===== src/rtl/riscv_div_pkg.sv =====
// Shared constants and types for the divider issue stage and its checkers.
package riscv_div_pkg;

  localparam int unsigned XLEN               = 32;
  localparam int unsigned DEF_TIMEOUT_CYCLES = 48;

  localparam logic [XLEN-1:0] DIV_MASK      = 32'hFE00_707F;
  localparam logic [XLEN-1:0] OP_DIV        = 32'h0200_4033;
  localparam logic [XLEN-1:0] OP_DIVU       = 32'h0200_5033;
  localparam logic [XLEN-1:0] OP_REM        = 32'h0200_6033;
  localparam logic [XLEN-1:0] OP_REMU       = 32'h0200_7033;
  localparam logic [XLEN-1:0] DIV_ZERO_QUOT = 32'hFFFF_FFFF;

  typedef enum logic [1:0] {
    S_IDLE,
    S_LAUNCH,
    S_WAIT,
    S_RESULT
  } state_e;

endpackage


===== src/rtl/riscv_div_decode.sv =====
// Combinational classifier for the M-extension divide/remainder opcodes.
module riscv_div_decode
  import riscv_div_pkg::*;
(
  input  logic [XLEN-1:0] opcode_i,
  output logic            match_o,
  output logic            is_div_o,
  output logic            is_signed_o
);

  logic [XLEN-1:0] masked;

  // funct3 bit 1 separates quotient from remainder, bit 0 separates unsigned
  always_comb begin
    masked      = opcode_i & DIV_MASK;
    match_o     = (masked == OP_DIV) || (masked == OP_DIVU) ||
                  (masked == OP_REM) || (masked == OP_REMU);
    is_div_o    = match_o && !opcode_i[13];
    is_signed_o = match_o && !opcode_i[12];
  end

endmodule


===== src/rtl/riscv_div_issue.sv =====
// Issue/writeback stage in front of the 32-bit divider, with completion watchdog.
// Optional feature: ZILLA_DIV_ZERO_BYPASS_EN answers divide-by-zero without the divider.
module riscv_div_issue
  import riscv_div_pkg::*;
#(
  parameter int unsigned TIMEOUT_CYCLES = DEF_TIMEOUT_CYCLES
) (
  input  logic            clk_i,
  input  logic            rst_i,
  input  logic            req_valid_i,
  output logic            req_ready_o,
  input  logic [XLEN-1:0] req_opcode_i,
  input  logic [XLEN-1:0] req_rs1_i,
  input  logic [XLEN-1:0] req_rs2_i,
  input  logic [4:0]      req_rd_i,
  output logic            div_valid_o,
  output logic [XLEN-1:0] div_opcode_o,
  output logic [XLEN-1:0] div_dividend_o,
  output logic [XLEN-1:0] div_divisor_o,
  input  logic            div_busy_i,
  input  logic            div_valid_i,
  input  logic [XLEN-1:0] div_result_i,
  output logic            wb_valid_o,
  input  logic            wb_ready_i,
  output logic [4:0]      wb_rd_o,
  output logic [XLEN-1:0] wb_value_o,
  output logic            busy_o,
  output logic            illegal_o,
  output logic            err_o
);

  localparam int unsigned    CNT_W    = $clog2(TIMEOUT_CYCLES + 1);
  localparam logic [CNT_W-1:0] CNT_LAST = CNT_W'(TIMEOUT_CYCLES - 1);

  state_e            state_q, state_d;
  logic [XLEN-1:0]   op_q, op_d;
  logic [XLEN-1:0]   rs1_q, rs1_d;
  logic [XLEN-1:0]   rs2_q, rs2_d;
  logic [XLEN-1:0]   value_q, value_d;
  logic [4:0]        rd_q, rd_d;
  logic [CNT_W-1:0]  cnt_q, cnt_d;
  logic              dec_match, dec_is_div, dec_is_signed;
  logic              ready_c, illegal_c, err_c;
  logic              unused_dec;

  riscv_div_decode u_decode (
    .opcode_i    (req_opcode_i),
    .match_o     (dec_match),
    .is_div_o    (dec_is_div),
    .is_signed_o (dec_is_signed)
  );

  // Signedness is the divider's concern; the decode flags are only partly consumed here
  assign unused_dec = dec_is_signed ^ dec_is_div;

  always_ff @(posedge clk_i) begin
    if (rst_i) begin
      state_q <= S_IDLE;
      op_q    <= '0;
      rs1_q   <= '0;
      rs2_q   <= '0;
      rd_q    <= '0;
      value_q <= '0;
      cnt_q   <= '0;
    end else begin
      state_q <= state_d;
      op_q    <= op_d;
      rs1_q   <= rs1_d;
      rs2_q   <= rs2_d;
      rd_q    <= rd_d;
      value_q <= value_d;
      cnt_q   <= cnt_d;
    end
  end

  always_comb begin
    state_d   = state_q;
    op_d      = op_q;
    rs1_d     = rs1_q;
    rs2_d     = rs2_q;
    rd_d      = rd_q;
    value_d   = value_q;
    cnt_d     = cnt_q;
    ready_c   = 1'b0;
    illegal_c = 1'b0;
    err_c     = 1'b0;
    unique case (state_q)
      S_IDLE: begin
        ready_c = !div_busy_i;
        if (req_valid_i && ready_c) begin
          if (dec_match) begin
            op_d    = req_opcode_i;
            rs1_d   = req_rs1_i;
            rs2_d   = req_rs2_i;
            rd_d    = req_rd_i;
            state_d = S_LAUNCH;
`ifdef ZILLA_DIV_ZERO_BYPASS_EN
            if (req_rs2_i == '0) begin
              value_d = dec_is_div ? DIV_ZERO_QUOT : req_rs1_i;
              state_d = S_RESULT;
            end
`endif
          end else begin
            illegal_c = 1'b1;
          end
        end
      end
      S_LAUNCH: begin
        cnt_d   = '0;
        state_d = S_WAIT;
      end
      // A completion arriving on the timeout cycle still counts as a result
      S_WAIT: begin
        cnt_d = cnt_q + CNT_W'(1);
        if (div_valid_i) begin
          value_d = div_result_i;
          state_d = S_RESULT;
        end else if (cnt_q == CNT_LAST) begin
          err_c   = 1'b1;
          value_d = '0;
          state_d = S_RESULT;
        end
      end
      S_RESULT: begin
        if (wb_ready_i) begin
          state_d = S_IDLE;
        end
      end
      default: state_d = S_IDLE;
    endcase
  end

  // Handshake and pulse outputs are forced low while reset is held
  assign req_ready_o    = ready_c && !rst_i;
  assign illegal_o      = illegal_c && !rst_i;
  assign err_o          = err_c && !rst_i;
  assign div_valid_o    = (state_q == S_LAUNCH) && !rst_i;
  assign wb_valid_o     = (state_q == S_RESULT) && !rst_i;
  assign busy_o         = (state_q != S_IDLE) && !rst_i;
  assign div_opcode_o   = op_q;
  assign div_dividend_o = rs1_q;
  assign div_divisor_o  = rs2_q;
  assign wb_rd_o        = rd_q;
  assign wb_value_o     = value_q;

endmodule


===== config.mk =====
export PLATFORM = sky130hd
export DESIGN_NAME = riscv_div_issue
export DESIGN_NICKNAME = d
export VERILOG_FILES = /design/src/rtl/riscv_div_pkg.sv /design/src/rtl/riscv_div_decode.sv /design/src/rtl/riscv_div_issue.sv
export SDC_FILE = /design/constraint.sdc
export NUM_CORES = 1
export LEC_CHECK = 0
export BUFFER_PORTS_ARGS = -buffer_cell sky130_fd_sc_hd__buf_2
export CAP_MARGIN = 20
export CORE_MARGIN = 2
export CORE_UTILIZATION = 41
export DETAILED_ROUTE_END_ITERATION = 12
export GPL_TIMING_DRIVEN = 0
export PLACE_DENSITY_LB_ADDON = 0.2
export SETUP_SLACK_MARGIN = 0.3
export SYNTH_ARGS = -nofsm -noshare
export SYNTH_HDL_FRONTEND = slang
export SYNTH_SLANG_ARGS = --single-unit
export TNS_END_PERCENT = 50

===== constraint.sdc =====
create_clock -name clk_i -period 1.55 [get_ports clk_i]
set_input_delay 0.3875 -clock clk_i [delete_from_list [all_inputs] [get_ports clk_i]]
set_output_delay 0.3875 -clock clk_i [all_outputs]
set_load 0.05 [all_outputs]

======== Word-level counts from Yosys, hierarchy flattened ========
Cells that the tools add are included.
storage, ports and cells
  register bits ........................... 141
  input bits .............................. 139
  output and inout bits ................... 139
  logic and storage cells ................. 55
operators by class
  add/sub/neg operators ................... 1
  equality and inequality tests ........... 12
  multiplexer cells ....................... 16
  reductions and logical operators ........ 19
operators by type and width
  cell                                                    count
  equality test 17 x 11 -> 1 bit (second input constant)  4
  two-way mux 32 bit                                      2
  case mux 6 bit (2 select lines)                         1
  two-way mux 2 bit                                       5
  case mux 2 bit (4 select lines)                         1
  logical AND 1 bit                                       7
  two-way mux 1 bit                                       7
  adder 6 x 1 -> 6 bit (second input constant)            1
  equality test 6 bit (second input constant)             1
  != test 2 bit (second input constant)                   3
  nonzero test 2 bit                                      3
  equality test 2 bit (second input constant)             2
  AND reduction 4 bit                                     1
  logical OR 1 bit                                        3
  != test 3 bit (second input constant)                   1
  AND reduction 3 bit                                     1
  equality test 2 x 1 -> 1 bit (second input constant)    1
  logical NOT 1 bit                                       2
  logical NOT 2 bit                                       1
  AND reduction 2 bit                                     1

======== Depth between registers and ports, before layout ========
Gate-level depths: netlist of the first run.
  word-level depth ........................ 8
  depth in mapped cells ................... 8
  depth with buffers taken out ............ 6

======== Cells and area by module ========
A second synthesis of the first run with hierarchy kept.
unflattened totals
  cells, all modules ...................... 649
  area total of the unflattened synthesis .. 5444.0 um2
by module, submodules not included
  module            times used  cells each  area an instance (um2)  sequential area each (um2)
  riscv_div_issue   1           641         5385.2                  2822.7
  riscv_div_decode  1           8           58.8                    0.0

======== Worst setup path before layout of the first run ========
OpenSTA, ideal clock, no wires.
  path type ............................... reg-to-output
  from .................................... register state_q[0]
  to ...................................... output port illegal_o
  data arrival time ....................... 2222 ps
  data required time ...................... 1162 ps
  setup slack ............................. -1059 ps
  cell stages (with the launch flop) ...... 7
  path buffers ............................ 1
  cell sequence ........................... dfxtp_1 -> inv_1 -> ha_1 -> nand2b_1 -> clkbuf_1 -> nor2_1 -> and3_1
on the way
  longest elaborated chain between the ends .. 3
RTL lines
  element                 line                    text
  start, declared         riscv_div_issue.sv:35   state_e state_q, state_d;
  start signal, assigned  riscv_div_issue.sv:66   state_q <= state_d;
  logical NOT 2 bit       riscv_div_issue.sv:87   unique case (state_q)
  two-way mux 1 bit       riscv_div_issue.sv:87
  logical AND 1 bit       riscv_div_issue.sv:135  assign illegal_o = illegal_c && !rst_i;
  end, declared           riscv_div_issue.sv:28   output logic illegal_o,
Every way passes these cells.

======== Final worst setup path of the first run ========
Same ends and word-level chain as after synthesis.

==> metrics.md, run 1 <==
| Metric | Value |
|---|---|
| Status | finished, violations left |
| Violated checks | negative setup slack |
| Fmax | 0.506 GHz |
| Die width | 119 um |
| Crit path DAT | 1590 ps |
| Share of post-route cells with drive strength above 1 | between 40% and 50% |
| Synthesized Nets | 787 |
| Relative slew slack | 60.7% |
| DR iter-0 viols | 281 |
| GR Util All Layers | 24.5% |
| Tmin final | approximately 2000 ps |
| Seq/Total Area, Yosys | 52.3% |
| Die area | 14,100 sq um |
| TritonCTS Buffers | 17 |
| Core area | 12,700 sq um |
| Main synth FF type | dfxtp_1 |
| CTS tree | built |
| Final wirelength | between 15 and 20 mm |
| Static leakage | about 3.6 nW |
| GP Congestion | 0.821 |
| Antenna violations before repair | 1 |
| Pwr Density | 915 nW/um^2 |
| Warnings from Yosys | 0 |
| Worst EP required | ~1200 ps |
| Crit. Startpoint | state_q[0] |
| Synth area leader | dfxtp_1 |
| Power, Total | about 8 mW |
| Port-buffer cells | 276 |
| Routed via count | 5,851 |
| Drt wl/cell | around 16 um |
| Gate count of the mapped netlist | 643 |
| CTS HTree Levels | 4 |
| Worst Setup End Kind | primary output |
| Gr ovfl total | 0 |
| Post-synth top area share | 52.3% |
| Async set-reset flop share out of synthesis | 0% |
| RSZ-0062 raised after global routing | yes |
| Number of flops mapped to enable cells by yosys | 0 |
| Post-route ant nets | 0 |
| Buffers from clock root to sink, at most | 2 |
| Final Max Tran Viols | 0 |
| Worst skew pair latency | 410 ps |
| Peak VDD IR | ~0.00064 V |
| Via density | 5.12 |
| CTS clk-pin slew, worst paths | around 60 ps |
| # IOs | 278 |
| Crit Reg-Reg Endpoint | div_divisor_o[17] |
| Final period utilization | 127% |
| Drt drc | 0 |
| R2r startpoint | state_q[1] |
| Synth cell count leaders | dfxtp_1 (141), a21oi_1 (129), o21ai_0 (119) |
| CTS Sinks | around 140 |
| Worst Setup Start Kind | flop |
| Syn avg cell area | 8.39 sq um |
| Pin count of the biggest net entering global routing | 17 |
| Cts-stage hold buffer count | 0 |
| Final number of setup-violating endpoints | 65 |
| Final hold slack | 203 ps |
| Synth cell types | 29 |
| Post-Place Worst Slack | -533 ps |
| Reg2reg setup slack | -120 ps |
| Most frequent cell after synthesis | dfxtp_1 |
| Register bit total from synthesis | between 100 and 150 |
| Critical-path top delay cell | dfxtp_4 |
| Hold path cells | 3 |
| Mapped Area | 5390 sq um |
| DIE HEIGHT | 119 um |
| Vias in the first global route | 5,525 |
| Nets | 1,102 |
| CP Cell Sequence | inv_4, ha_4, nand2b_4, clkbuf_16, nor2_4, and3_4, buf_8 |
| First drt pass iteration count | 4 |
| Ant. Diodes | 0 |
| Final Skew | approximately 5.9 ps |
| Post-DP HPWL | 13.0 mm |
| Worst Path Max Fanout | 2 |
| Cell Rows | slightly above 40 |
| # Max-Cap Violations | 0 |
| Final setup margin | -425 ps |
| Area Growth Syn to Fin | 58.5% |
| Slowest stage delay, CP | 350 ps |
| Setup tns final | -4150 ps |
| Clock root cell | clkbuf_16 |
| Hold Crit Class | primary input to flop |
| Worst-Margin Slew | 590 ps |
| First-pass GRT wire length | 27.7 mm |
| Synth area leaders | dfxtp_1 (52%), a21oi_1 (12%), o21ai_0 (11%) |
| Starting Density | 42.4% |
| Critical setup path kind | flop to primary output |
| Final Hold Vio Count | 0 |
| R2R depth | 9 |
| Critical Path End | illegal_o |
==> worst max-delay path: cells and delay by family (launching register included) <==
| kind | cells | cell delay, ps |
|---|---|---|
| adders and majority gates | 1 | 140 |
| buffers and inverters | 3 | 340 |
| DFF | 1 | 350 |
| and+or+nand+nor | 3 | 340 |
==> report_power, final <==
part	switching, mW	internal (mW)
Sequential	0.0000128	3.62
Clock	1.45	2.23
Combinational	0.270	0.250
==> layout make-up <==
type                            instances  area (sq um)
Buffer                                 66           583
Multi-Input combinational cell        427          2500
Sequential cell                       141          2830
Tap cell                              172           215
Clock buffer                           24           462
Clock inverter                          8          67.6
Inverter                                9          36.3
Timing Repair Buffer                  296          1840
Fill cell                            1114          4180
==> how the worst min path moves through the flow <==
stage / slack (ps) / endpoint / startpoint
floorplan: 460 / cnt_q[5] / cnt_q[5]
global placement: 430 / div_opcode_o[0] / div_opcode_o[0]
detailed placement: 430 / div_opcode_o[25] / div_opcode_o[25]
CTS: 190 / wb_value_o[26] / div_result_i[26]
global route: 210 / wb_value_o[18] / div_result_i[18]
finish: 200 / wb_value_o[26] / div_result_i[26]
==> layout by cell type (no fill, tap or decap), types with 19 or more instances in the layout <==
master	netlist	routed
buf_2	12	242
dfxtp_1	141	135
a21oi_1	129	114
nand3_1	87	74
o21ai_1	0	67
o21ai_0	119	52
buf_6	5	44
nand2_1	38	37
clkbuf_1	49	19
clkbuf_16	0	19
buf_4	0	19
==> timing repair <==
action | 4_1_cts | 5_1_grt
setup buffers | 11 | 4
setup endpoints to repair | 280 | 280
pin swaps | 11 | 11
gates resized for setup | 125 | 89
gates cloned | 4 | 1
==> metrics by stage <==
stage	area [sq um]	cells	util (%)
after floorplan	5590	643	-
after global placement	7190	1091	56.5
after detailed placement	7190	1091	56.5
after CTS	8280	1138	65.1
after global routing	8550	1143	67.2
final	8550	1143	67.2
==> registers in the layout, summed over array words and instances, names as in the netlist <==
register / flops
state_q: 2
cnt_q: 6
div_opcode_o: 32
div_divisor_o: 32
wb_value_o: 32
div_dividend_o: 32
wb_rd_o: 5
==> per-layer routing <==
metal	GRT usage, %	vias to the layer above	share of wire, %
met3	8.25	26	8.2
met4	8.48	0	1.9
met1	28.5	2694	41
met5	0	-	0
li1	-	2894	-
met2	41.8	237	49
==> cell families after synthesis <==
kind of cell             synth area share (%)
AO/OA/AOI/OAI                            23.5
XOR/XNOR                                0.650
adder cells (fa/ha/maj)                  1.16
buffers and inverters                    6.19
flip-flops                               52.3
multiplexers                            0.186
AND/OR/NAND/NOR                          15.9
Power figures use the tool's default switching activity.
==> run 2, diff against run 1 <==
CORE_ASPECT_RATIO = 1.25   (was unset)
==> run 2 against run 1 <==
  * The flow still finishes with violations (negative setup slack)
  * Worst setup slack got worse by 77 ps
  * Hold slack got worse by 5.3 ps
  * Die area barely moved
  * Via count rose by 3.4%
  * Power rose by 4.1%
  * Count of clock-buffer cells in the layout fell by 2
  * Critical path type unchanged
  * Critical endpoint unchanged
  * Highest routed layer is now met5
==> metrics.md, run 2 (synthesized netlist as in run 1, its figures left out) <==
| Metric | Value |
|---|---|
| Fin cells | 1,154 (was 1,143) |
| CTS HTree Levels | 4 (unchanged) |
| CTS clk-pin slew, worst paths | 60 ps (about the same) |
| Critical setup path kind | flop to primary output (unchanged) |
| Vias in the first global route | 5,730 (was 5,525) |
| Antenna violations before repair | 3 (was 1) |
| Worst-Margin Slew | 626 ps (was 590 ps) |
| Worst skew pair latency | 420 ps (was 410 ps) |
| Pwr Density | 905 nW/um^2 (was 915 nW/um^2) |
| Tmin final | 2050 ps (was 1980 ps) |
| DIE HEIGHT | 132 um (was 119 um) |
| Final Max Tran Viols | 0 (unchanged) |
| GR Util All Layers | 25.8% (was 24.5%) |
| Port-buffer cells | 276 (unchanged) |
| GP Congestion | 0.798 (was 0.821) |
| Final Skew | 7.93 ps (was 5.93 ps) |
| Final wirelength | 19.7 mm (was 18.3 mm) |
| Drt wl/cell | 17.1 um (was 16.0 um) |
| Peak VDD IR | 0.000598 V (was 0.000641 V) |
| Final period utilization | 132% (was 127%) |
| Power, Total | 8.14 mW (was 7.82 mW) |
| Post-route ant nets | 0 (unchanged) |
| Worst Path Max Fanout | 2 (unchanged) |
| Placed Cells | 1,087 (was 1,091) |
| Worst EP required | 1160 ps (about the same) |
| First drt pass iteration count | 4 (unchanged) |
| Routed via count | 6,051 (was 5,851) |
| Final Hold Vio Count | 0 (unchanged) |
| Post-DP HPWL | 13.1 mm (was 13.0 mm) |
| Clock root cell | clkbuf_16 (unchanged) |
| DR iter-0 viols | 291 (was 281) |
| Fill count | 1,052 (was 1,114) |
| Core area | 12,800 sq um (was 12,700 sq um) |
| Final number of setup-violating endpoints | 41 (was 65) |
| # IOs | 278 (unchanged) |
| Drt drc | 0 (unchanged) |
| Violated checks | negative setup slack (unchanged) |
| Most frequent cells in the layout | buf_2 (266), dfxtp_1 (134), a21oi_1 (92) (was buf_2 (242), dfxtp_1 (135), a21oi_1 (114)) |
| Buffers from clock root to sink, at most | 2 (unchanged) |
| Final setup margin | -502 ps (was -425 ps) |
| Die width | 107 um (was 119 um) |
| CTS Sinks | 141 (unchanged) |
| Area Growth Syn to Fin | 66.9% (was 58.5%) |
| Worst Setup End Kind | primary output (unchanged) |
| Design Area, Final | 9000 sq um (was 8550 sq um) |
| Cts-stage hold buffer count | 0 (unchanged) |
| Via density | 5.24 (was 5.12) |
| First-pass GRT wire length | 28.9 mm (was 27.7 mm) |
| Nets | 1,116 (was 1,102) |
| RSZ-0062 raised after global routing | yes (unchanged) |
| Share of post-route cells with drive strength above 1 | 51.3% (was 45.1%) |
| Die area | 14,100 sq um (about the same) |
| Static leakage | 3.81 nW (was 3.64 nW) |
| Fmax | 0.487 GHz (was 0.506 GHz) |
| Status | finished, violations left (unchanged) |
| Gr ovfl total | 0 (unchanged) |
| # Max-Cap Violations | 0 (unchanged) |
| Most common cell after layout, fill and taps aside | buf_2 (unchanged) |
| Worst Setup Start Kind | flop (unchanged) |
| Cell Rows | 46 (was 41) |
| Hold path cells | 3 (unchanged) |
| Starting Density | 42.2% (was 42.4%) |
| Crit path DAT | 1660 ps (was 1590 ps) |
| TritonCTS Buffers | 17 (unchanged) |
| R2R depth | 10 (was 9) |
| CTS tree | built (unchanged) |
| Placed inst area | 7180 sq um (was 7190 sq um) |
| Relative slew slack | 58.3% (was 60.7%) |
| Hold Crit Class | primary input to flop (unchanged) |
| Pin count of the biggest net entering global routing | 17 (unchanged) |
-- run 2: report_power, final --
group / total (mW) / internal [mW] / switching, mW
Sequential: 3.62 / 3.62 / 0.0000125
Clock: 3.92 / 2.33 / 1.59
Combinational: 0.610 / 0.300 / 0.310
Total: 8.14 / 6.25 / 1.90
-- run 2: per-layer routing --
| metal | global-route usage, % | wire [um] | up-vias |
|---|---|---|---|
| met5 | 0 | 27 | - |
| met4 | 7.36 | 307 | 4 |
| met3 | 9.79 | 1730 | 30 |
| met2 | 46.2 | 10300 | 245 |
| met1 | 28.1 | 7330 | 2844 |
| li1 | - | - | 2928 |
-- run 2: worst paths after layout --
path | startpoint | end | slack (ps)
worst max-delay path | state_q[1] | illegal_o | -500
worst min-delay path | div_result_i[11] | wb_value_o[11] | 200
worst max register to register | state_q[1] | div_dividend_o[4] | -120
worst min register to register | div_opcode_o[5] | div_opcode_o[5] | 450
-- run 2: through the flow --
stage / hold WS, ps / TNS [ps] / utilization, % / setup slack [ps]
2_1_floorplan: 458 / -2220 / - / -272
3_3_place_gp: 430 / -49180 / 56.2 / -574
3_5_place_dp: 433 / -52470 / 56.2 / -613
4_1_cts: 186 / -5830 / 65.9 / -481
5_1_grt: 192 / -7990 / 70.5 / -535
6_report: 198 / -3480 / 70.5 / -502
-- run 2: repair_timing --
| action | 4_1_cts | 5_1_grt |
|---|---|---|
| gates resized for setup | 125 | 148 |
| pin swaps | 6 | 37 |
| setup endpoints to repair | 280 | 280 |
| gates cloned | 7 | 2 |
| buffers inserted | 17 | 8 |
-- run 2: area by class of cell --
| class | count | area, sq um | share of cell area, % |
|---|---|---|---|
| tap | 168 | 210 | 2.33 |
| multi-input combinational | 427 | 2770 | 30.7 |
| clock buffer | 22 | 474 | 5.27 |
| buffer | 66 | 688 | 7.64 |
| clock inverter | 10 | 88.8 | 0.987 |
| inverter | 9 | 36.3 | 0.403 |
| sequential | 141 | 2840 | 31.5 |
| antenna | 1 | 2.50 | 0.0278 |
| timing repair buffer | 310 | 1900 | 21.1 |
-- run 2: critical path, cell delays in order (launching register included) --
cell and delay [ps]:
dfxtp_4 360, inv_4 60, ha_4 150, nand2b_4 70
clkbuf_16 140, nor2_4 100, and3_4 220, buf_8 150
